`src/rtl/gf_pkg.sv`:
```
// rtl/gf_pkg.sv - shared GF(2^W) constants, FSM state type and xtime helper
package gf_pkg;

  localparam logic [8:0] AES_POLY  = 9'h11B;
  localparam logic [4:0] GF16_POLY = 5'h13;

  typedef enum logic [1:0] {
    IDLE = 2'd0,
    RUN  = 2'd1,
    DONE = 2'd2
  } state_t;

  // Multiply v by x in GF(2^w); poly carries the low w bits of the
  // reduction polynomial (the x^w term is implied by the shifted-out MSB).
  function automatic logic [15:0] gf_xtime(input logic [15:0] v,
                                           input logic [15:0] poly,
                                           input int w);
    logic [15:0] r;
    logic [15:0] mask;
    r    = '0;
    mask = '0;
    for (int i = 0; i < 16; i++) begin
      if (i < w) mask[i] = 1'b1;
    end
    for (int i = 1; i < 16; i++) begin
      if (i < w) r[i] = v[i-1];
    end
    if (v[4'(w - 1)]) r = r ^ (poly & mask);
    return r;
  endfunction

endpackage

```
`src/rtl/gf_xtime_n.sv`:
```
// rtl/gf_xtime_n.sv - one Horner step: xtime(acc) ^ (sel ? a : 0)
module gf_xtime_n
  import gf_pkg::*;
#(
  parameter int         W    = 8,
  parameter logic [W:0] POLY = 9'h11B
) (
  input  logic [W-1:0] acc_in,
  input  logic [W-1:0] a,
  input  logic         sel,
  output logic [W-1:0] acc_out
);

  logic [15:0] unused_x;

  // Double the running value, then fold in the multiplicand if this bit is set
  always_comb begin
    unused_x = gf_xtime(16'(acc_in), 16'(POLY[W-1:0]), W);
    acc_out  = unused_x[W-1:0] ^ (sel ? a : '0);
  end

endmodule

```
`src/rtl/gf_mult_iter.sv`:
```
// rtl/gf_mult_iter.sv - iterative LANES x GF(2^W) multiplier, STEP bits per cycle
module gf_mult_iter
  import gf_pkg::*;
#(
  parameter int         W     = 8,
  parameter logic [W:0] POLY  = 9'h11B,
  parameter int         LANES = 4,
  parameter int         STEP  = 1
) (
  input  logic                 clk,
  input  logic                 rst_n,
  input  logic                 in_valid,
  output logic                 in_ready,
  input  logic [LANES*W-1:0]   in_a,
  input  logic [W-1:0]         in_b,
  output logic                 out_valid,
  input  logic                 out_ready,
  output logic [LANES*W-1:0]   out_p
);

  localparam int             CW       = $clog2(W + 1);
  localparam logic [CW-1:0]  CNT_INC  = CW'(STEP);
  localparam logic [CW-1:0]  CNT_LAST = CW'(W - STEP);

  state_t               state;
  logic [LANES*W-1:0]   a_reg;
  logic [W-1:0]         b_reg;
  logic [LANES*W-1:0]   acc;
  logic [LANES*W-1:0]   acc_next;
  logic [CW-1:0]        cnt;

  // b_reg is shifted left every cycle so the next multiplier bits to
  // consume are always at the top; step s of a cycle uses b_reg[W-1-s].
  for (genvar l = 0; l < LANES; l++) begin : g_lane
    for (genvar s = 0; s < STEP; s++) begin : g_step
      logic [W-1:0] x;
      logic [W-1:0] y;
      if (s == 0) begin : g_first
        assign x = acc[l*W +: W];
      end else begin : g_chain
        assign x = g_step[s-1].y;
      end
      gf_xtime_n #(.W(W), .POLY(POLY)) u_xt (
        .acc_in  (x),
        .a       (a_reg[l*W +: W]),
        .sel     (b_reg[W-1-s]),
        .acc_out (y)
      );
    end
    assign acc_next[l*W +: W] = g_step[STEP-1].y;
  end

  assign in_ready = (state == IDLE) || ((state == DONE) && out_ready);

  // Control FSM: accept operands, iterate over multiplier bits, hold result
  always_ff @(posedge clk) begin
    if (!rst_n) begin
      state     <= IDLE;
      a_reg     <= '0;
      b_reg     <= '0;
      acc       <= '0;
      cnt       <= '0;
      out_valid <= 1'b0;
      out_p     <= '0;
    end else begin
      case (state)
        IDLE: begin
          if (in_valid) begin
            a_reg <= in_a;
            b_reg <= in_b;
            acc   <= '0;
            cnt   <= '0;
            state <= RUN;
          end
        end
        RUN: begin
          acc   <= acc_next;
          b_reg <= b_reg << STEP;
          cnt   <= cnt + CNT_INC;
          if (cnt == CNT_LAST) begin
            out_p     <= acc_next;
            out_valid <= 1'b1;
            state     <= DONE;
          end
        end
        DONE: begin
          if (out_ready) begin
            out_valid <= 1'b0;
            if (in_valid) begin
              a_reg <= in_a;
              b_reg <= in_b;
              acc   <= '0;
              cnt   <= '0;
              state <= RUN;
            end else begin
              state <= IDLE;
            end
          end
        end
        default: state <= IDLE;
      endcase
    end
  end

endmodule

```
`config.mk`:
```
export PLATFORM = sky130hd
export DESIGN_NAME = gf_mult_iter
export DESIGN_NICKNAME = d
export VERILOG_FILES = /design/src/rtl/gf_pkg.sv /design/src/rtl/gf_xtime_n.sv /design/src/rtl/gf_mult_iter.sv
export SDC_FILE = /design/constraint.sdc
export NUM_CORES = 1
export LEC_CHECK = 0
export ABC_AREA = 1
export BUFFER_PORTS_ARGS = -buffer_cell sky130_fd_sc_hd__buf_2
export CORE_UTILIZATION = 60
export DETAILED_ROUTE_END_ITERATION = 10
export GPL_TIMING_DRIVEN = 1
export HOLD_SLACK_MARGIN = 0.02
export PLACE_DENSITY = 0.89
export SYNTH_ARGS = -nofsm -noshare
export SYNTH_HDL_FRONTEND = slang
export SYNTH_SLANG_ARGS = --single-unit
```
`constraint.sdc`:
```
create_clock -name clk -period 2.9 [get_ports clk]
set_input_delay 0.58 -clock clk [delete_from_list [all_inputs] [get_ports clk]]
set_output_delay 0.58 -clock clk [all_outputs]
set_load 0.1 [all_outputs]
```
==> results.yml, run 1 <==
sta:
  finalHoldViolations: 0
  grt_setup_unrepaired: "no"
  worst_pin_slew_ps: 1020
  setup-violations-final: 0
  drv_slew: 0
  post-route-period-util_pct: 67.4
  max_freq_ghz: 0.512
  maxSlewHeadroom_pct: 32.1
  clock_skew_ps: 8.38
  fin_setup_tns_ps: 0
  fin_crit_ps: 1950
die:
  die_area_mm2: 0.00820
  die_y_um: 90.6
  ios: 78
  initial_core_util_pct: 63.5
  die_w_um: 90.6
  rows: 31
  fp.coreArea_mm2: 0.00741
layout:
  nets: 767
  multi_input_area_mm2: 0.00216
  diodes: 0
  area_growth_pct: 12.2
  final_cell_mix: "nand2_1, dfxtp_1, nor2_1, a21oi_1, buf_2"
  drive_above_1_share_pct: 15.3
  nFillCells: 639
  seq_area_mm2: 0.00222
  finalCoreUtilization_pct: 71.2
  layout_commonest_cell: "nand2_1"
  stdcell_count: 826
synthesis:
  synth_top_area_share_pct: 47.2
  ys.warnings.count: 0
  synth_area_leaders: "dfxtp_1, nand2_1, a21oi_1"
  netlist_instances: 663
  ys_ff_latch: 111
  synth_cell_type_count: 23
  yosysSeqAreaShare_pct: 47.2
  syn_area_per_cell_um2: 7.10
  yosys.area.top_type: "dfxtp_1"
  syn_area_mm2: 0.00470
  syn-num-nets: 708
clock_tree:
  cts_buffers: 9
  cts_tree: "done"
  postCtsHoldBufs: 0
  clk_pin_slew_worst_paths_ps: 100
  cts_setup_buffers: 0
  ctsResizeCount: 0
  clk_latency_ps: 370
  clockBufferDepth: 2
  root_buffer: "clkbuf_8"
  cts.sinks: 111
  cts_max_level: 3
detailed_routing:
  routed_wirelength_um: 10600
  wl_per_cell_um: 12.8
  drt.antenna.violating_nets: 0
  drt_iter0_markers: 268
  viasPerCell: 5.30
  drc: 0
  first_pass_iters: 4
  vias: 4378
critical_path:
  path_delay_family: "buffers and inverters"
  crit_path_start_kind: "flip-flop"
  worstPathMaxFanout: 5
  worstPathCellList: "a21oi_1, buf_2"
  required_ps: 2320
  crit_cells: 2
  cp_slowest_cell: "buf_2"
  slowest_delay_ps: 440
  critPathBufInv: 1
  worstRegToRegCells: 7
  crit_start: "state[1]"
  cp-end-kind: "output port"
  r2r_setup_slack_ps: 950
  endpoint: "in_ready"
  cp_data_arrival_time_ps: 1370
  reg2reg_to: "out_p[10]"
  r2r-start: "cnt[0]"
  critPathKind: "flip-flop to output port"
global_routing:
  grt_pass1_wl_um: 17900
  grt_pass1_vias: 4199
  grt-ovfl-total: 0
  gr-usage-all-layers_pct: 26.6
  grt_max_degree: 60
  antenna_found_initial: 0
power_and_ir_drop:
  power.density_mw_per_mm2: 538
  p_leak_nw: 2.29
  peakVddDrop_uv: 301
run_status:
  run_status: "complete, no violations"
placed_design:
  dpl.hpwl_um: 6800
  io_buffer_count: 77
  place_inst: 810
  gp_congestion: 0.823
flow_run:
  maxCapViolCount: 0
worst_hold_path:
  hold_path.class: "primary input to flip-flop"
-- metal layers --
metal / track usage [%] / up-vias / share of wire [%]
li1: - / 2218 / -
met1: 31.3 / 2009 / 42
met2: 47.9 / 128 / 51
met3: 3.11 / 23 / 4.7
met4: 13.0 / 0 / 2.4
met5: 0 / - / 0
-- how the worst min path moves through the flow --
stage               from        end  slack (ps)  cells after the start
3_5_place_dp   out_p[26]  out_p[26]         450                      2
3_3_place_gp   out_p[23]  out_p[23]         450                      2
4_1_cts         in_a[28]  a_reg[28]         440                      3
2_1_floorplan   b_reg[0]   b_reg[0]         440                      2
6_report        in_a[28]  a_reg[28]         440                      3
5_1_grt         in_a[20]  a_reg[20]         460                      3
-- through the flow --
step	instance area (µm²)	hold WS, ps	total power (W)	setup WS, ps
floorplan	4700	443	0.00188	253
global placement	5080	451	0.00194	1080
detailed placement	5080	453	0.00195	988
CTS	5280	436	0.00285	949
global route	5280	458	0.00295	805
finish	5280	440	0.00284	945
-- report_power, final --
group	internal, W	switching, W	total [W]
combinational	0.0000995	0.000198	0.000297
sequential	0.00158	0.0000389	0.00162
clock	0.000404	0.000517	0.000921
-- worst register-to-register path: stages, from the launching register on --
cell and delay [ps]:
dfxtp_1 360, ha_1 240, nand3_1 150, inv_1 50
nand2_1 460, buf_4 360, nand2_1 90, a21oi_1 160
-- layout make-up --
type | instances | area share [%]
Sequential cell | 111 | 42.1
Multi-Input combinational cell | 479 | 40.8
Timing Repair Buffer | 84 | 8.30
Inverter | 37 | 2.63
Clock buffer | 10 | 2.42
Tap cell | 99 | 2.35
Clock inverter | 6 | 1.35
-- kinds of logic (layout without fill, tap and decap cells) --
kind of cell	Yosys count	count (layout)	synth area share, %
xor gates and xnor gates	20	20	3.72
DFF	111	111	47.2
adders and majority gates	1	1	0.266
AOI/OAI and AO/OA	131	131	14.0
buffers and inverters	73	137	6.99
and+or+nand+nor	327	327	27.8
-- Yosys cell counts, drive strengths merged --
cell type	count
a21oi	79
buf	22
clkbuf	14
dfxtp	111
ha	1
inv	37
nand2	209
nand3	31
nand4	1
nor2	85
o211ai	1
o21ai	51
or2	1
xnor2	16
xor2	4
(Power assumes the default switching activity.)
==> run 2: changes to the inputs <==
Settings changed: ABC_AREA 1 to 0, CORE_UTILIZATION 60 to 51, PLACE_DENSITY 0.89 to 0.81.
Clock period 2.9 ns to 1.7 ns, I/O delays scaled along.
==> results.yml, run 2 <==
power_and_ir_drop:
  seqPwrFrac_pct: 58.3
  combPwrFrac_pct: 10.8
  p_clk_share_pct: 30.9
  p_leak_nw: 2.39
  peakVddDrop_uv: 350
  switching_share_pct: 25.7
  p_total_w: 0.00467
  p_int_w: 0.00347
  p_sw_w: 0.00120
  power.density_mw_per_mm2: 847
global_routing:
  grt_pass1_vias: 3538
  grt_pass1_wl_um: 16900
  antenna_found_initial: 0
  grt_max_degree: 67
  gr-usage-all-layers_pct: 21.7
  grt-ovfl-total: 0
synthesis:
  ys_async_sr_fraction_pct: 0
  syn-num-nets: 578
  synth_cell_type_count: 34
  synth_common_cells: "nand2_1, dfxtp_1, a21boi_1"
  syn_area_per_cell_um2: 8.96
  yosys.area.top_type: "dfxtp_1"
  ys.warnings.count: 0
  netlist_instances: 533
  synth_top_area_share_pct: 46.5
  synth_edf_count: 0
  syn_area_mm2: 0.00478
  ys.flop_type: "dfxtp_1"
  ys_ff_latch: 111
  synth_area_leaders: "dfxtp_1, nand2_1, a21boi_1"
  yosysSeqAreaShare_pct: 46.5
  yosys.cell_count.top_type: "nand2_1"
sta:
  fin_crit_ps: 1590
  clock_skew_ps: 8.42
  grt_setup_unrepaired: "no"
  max_freq_ghz: 0.629
  setup-violations-final: 0
  finalHoldViolations: 0
  post-route-period-util_pct: 93.6
  maxSlewHeadroom_pct: 67.2
  whs_ps: 202
  drv_slew: 0
  fin_setup_tns_ps: 0
  worst_pin_slew_ps: 496
worst_hold_path:
  hold_path.class: "primary input to flip-flop"
die:
  fp.coreArea_mm2: 0.00889
  initial_core_util_pct: 53.7
  ios: 78
  rows: 34
  die_area_mm2: 0.00976
  die_y_um: 98.8
  die_w_um: 98.8
layout:
  final_cell_mix: "nand2_1, dfxtp_1, buf_2, a21boi_1, nor2b_1"
  fin_area_mm2: 0.00551
  area_growth_pct: 15.3
  nFillCells: 757
  layout_commonest_cell: "nand2_1"
  nets: 640
  diodes: 0
  stdcell_count: 707
  drive_above_1_share_pct: 19.5
clock_tree:
  clk_latency_ps: 360
  clk_pin_slew_worst_paths_ps: 100
  clockBufferDepth: 2
  cts_buffers: 9
  cts.sinks: 111
  cts_max_level: 3
  cts_tree: "done"
  root_buffer: "clkbuf_8"
critical_path:
  required_ps: 1360
  critPathKind: "flip-flop to output port"
  critPathBufInv: 2
  cp_data_arrival_time_ps: 1250
  cp_slowest_cell: "dfxtp_1"
  worstPathMaxFanout: 8
  cp-end-kind: "output port"
  worstPathCellList: "buf_4, nand2b_4, nor2b_4, buf_12"
  slowest_delay_ps: 320
  crit_path_start_kind: "flip-flop"
  path_delay_family: "buffers and inverters"
detailed_routing:
  routed_wirelength_um: 10500
  viasPerCell: 5.37
  drc: 0
  first_pass_iters: 4
  drt.antenna.violating_nets: 0
  wl_per_cell_um: 14.9
  vias: 3795
  drt_iter0_markers: 184
placed_design:
  place_inst: 688
  dpl.hpwl_um: 7240
  gp_congestion: 0.800
  io_buffer_count: 77
  place_area_mm2: 0.00529
flow_run:
  maxCapViolCount: 0
run_status:
  run_status: "complete, no violations"
[run 2: power groups by stage]
| stage | Sequential (W) | Combinational, W | Clock (W) |
|---|---|---|---|
| 5_1_grt | 0.00273 | 0.000555 | 0.00158 |
| 2_1_floorplan | 0.00277 | 0.000344 | 0 |
| 6_report | 0.00272 | 0.000504 | 0.00144 |
| 4_1_cts | 0.00272 | 0.000506 | 0.00146 |
| 3_3_place_gp | 0.00277 | 0.000488 | 0 |
| 3_5_place_dp | 0.00278 | 0.000503 | 0 |
[run 2: layout make-up]
class	instances	area, µm²	share of cell area (%)
multi-input combinational	375	2330	42.4
sequential	111	2220	40.4
timing repair buffer	97	638	11.6
clock buffer	11	141	2.57
tap	108	135	2.45
clock inverter	4	31.3	0.568
inverter	1	3.75	0.0682
[run 2: path summary, 6_finish.rpt]
| kind | start | endpoint | slack, ps | cells after the start |
|---|---|---|---|---|
| worst max-delay path | state[1] | in_ready | 110 | 4 |
| worst min-delay path | in_a[26] | a_reg[26] | 200 | 3 |
| worst max register to register | cnt[1] | out_p[23] | 160 | 6 |
| worst min register to register | a_reg[17] | a_reg[17] | 460 | 2 |
[run 2: cell families (layout without fill, tap and decap cells)]
logic type | after synthesis | after routing | synth area share [%]
AOI/OAI and AO/OA | 119 | 119 | 18.8
buffers and inverters | 47 | 113 | 4.95
adders and majority gates | 1 | 1 | 0.262
and+or+nand+nor | 199 | 199 | 19.0
xor gates and xnor gates | 46 | 46 | 8.43
DFF | 111 | 111 | 46.5
muxes | 10 | 10 | 2.09
[run 2: layer usage]
layer  global-route usage (%)  vias up  wire length (µm)
met5                        0        -                 0
met4                     10.1        0               231
met3                     3.05       23               434
met2                     36.0      106              5030
met1                     28.1     1769              4840
li1                         -     1897                 -
[run 2: per-stage QoR]
stage / worst slack, ps / util [%]
2_1_floorplan: 30.6 / -
3_5_place_dp: 126 / 59.5
6_report: 109 / 61.9
5_1_grt: 39.2 / 61.9
4_1_cts: 19.9 / 61.5
3_3_place_gp: 196 / 59.5
[run 2: what timing repair did]
item / 4_1_cts / 5_1_grt
endpoints found under the setup margin: 0 / 15
resized for setup: 0 / 3
hold buffers: 0 / 0
setup buffers: 0 / 4
[run 2: worst reg2reg max path, stage by stage (launching register included)]
cell,delay [ps]
dfxtp_1,380
ha_1,190
nand3b_1,210
nor2_8,240
buf_4,210
nand2_1,80
o211a_1,130
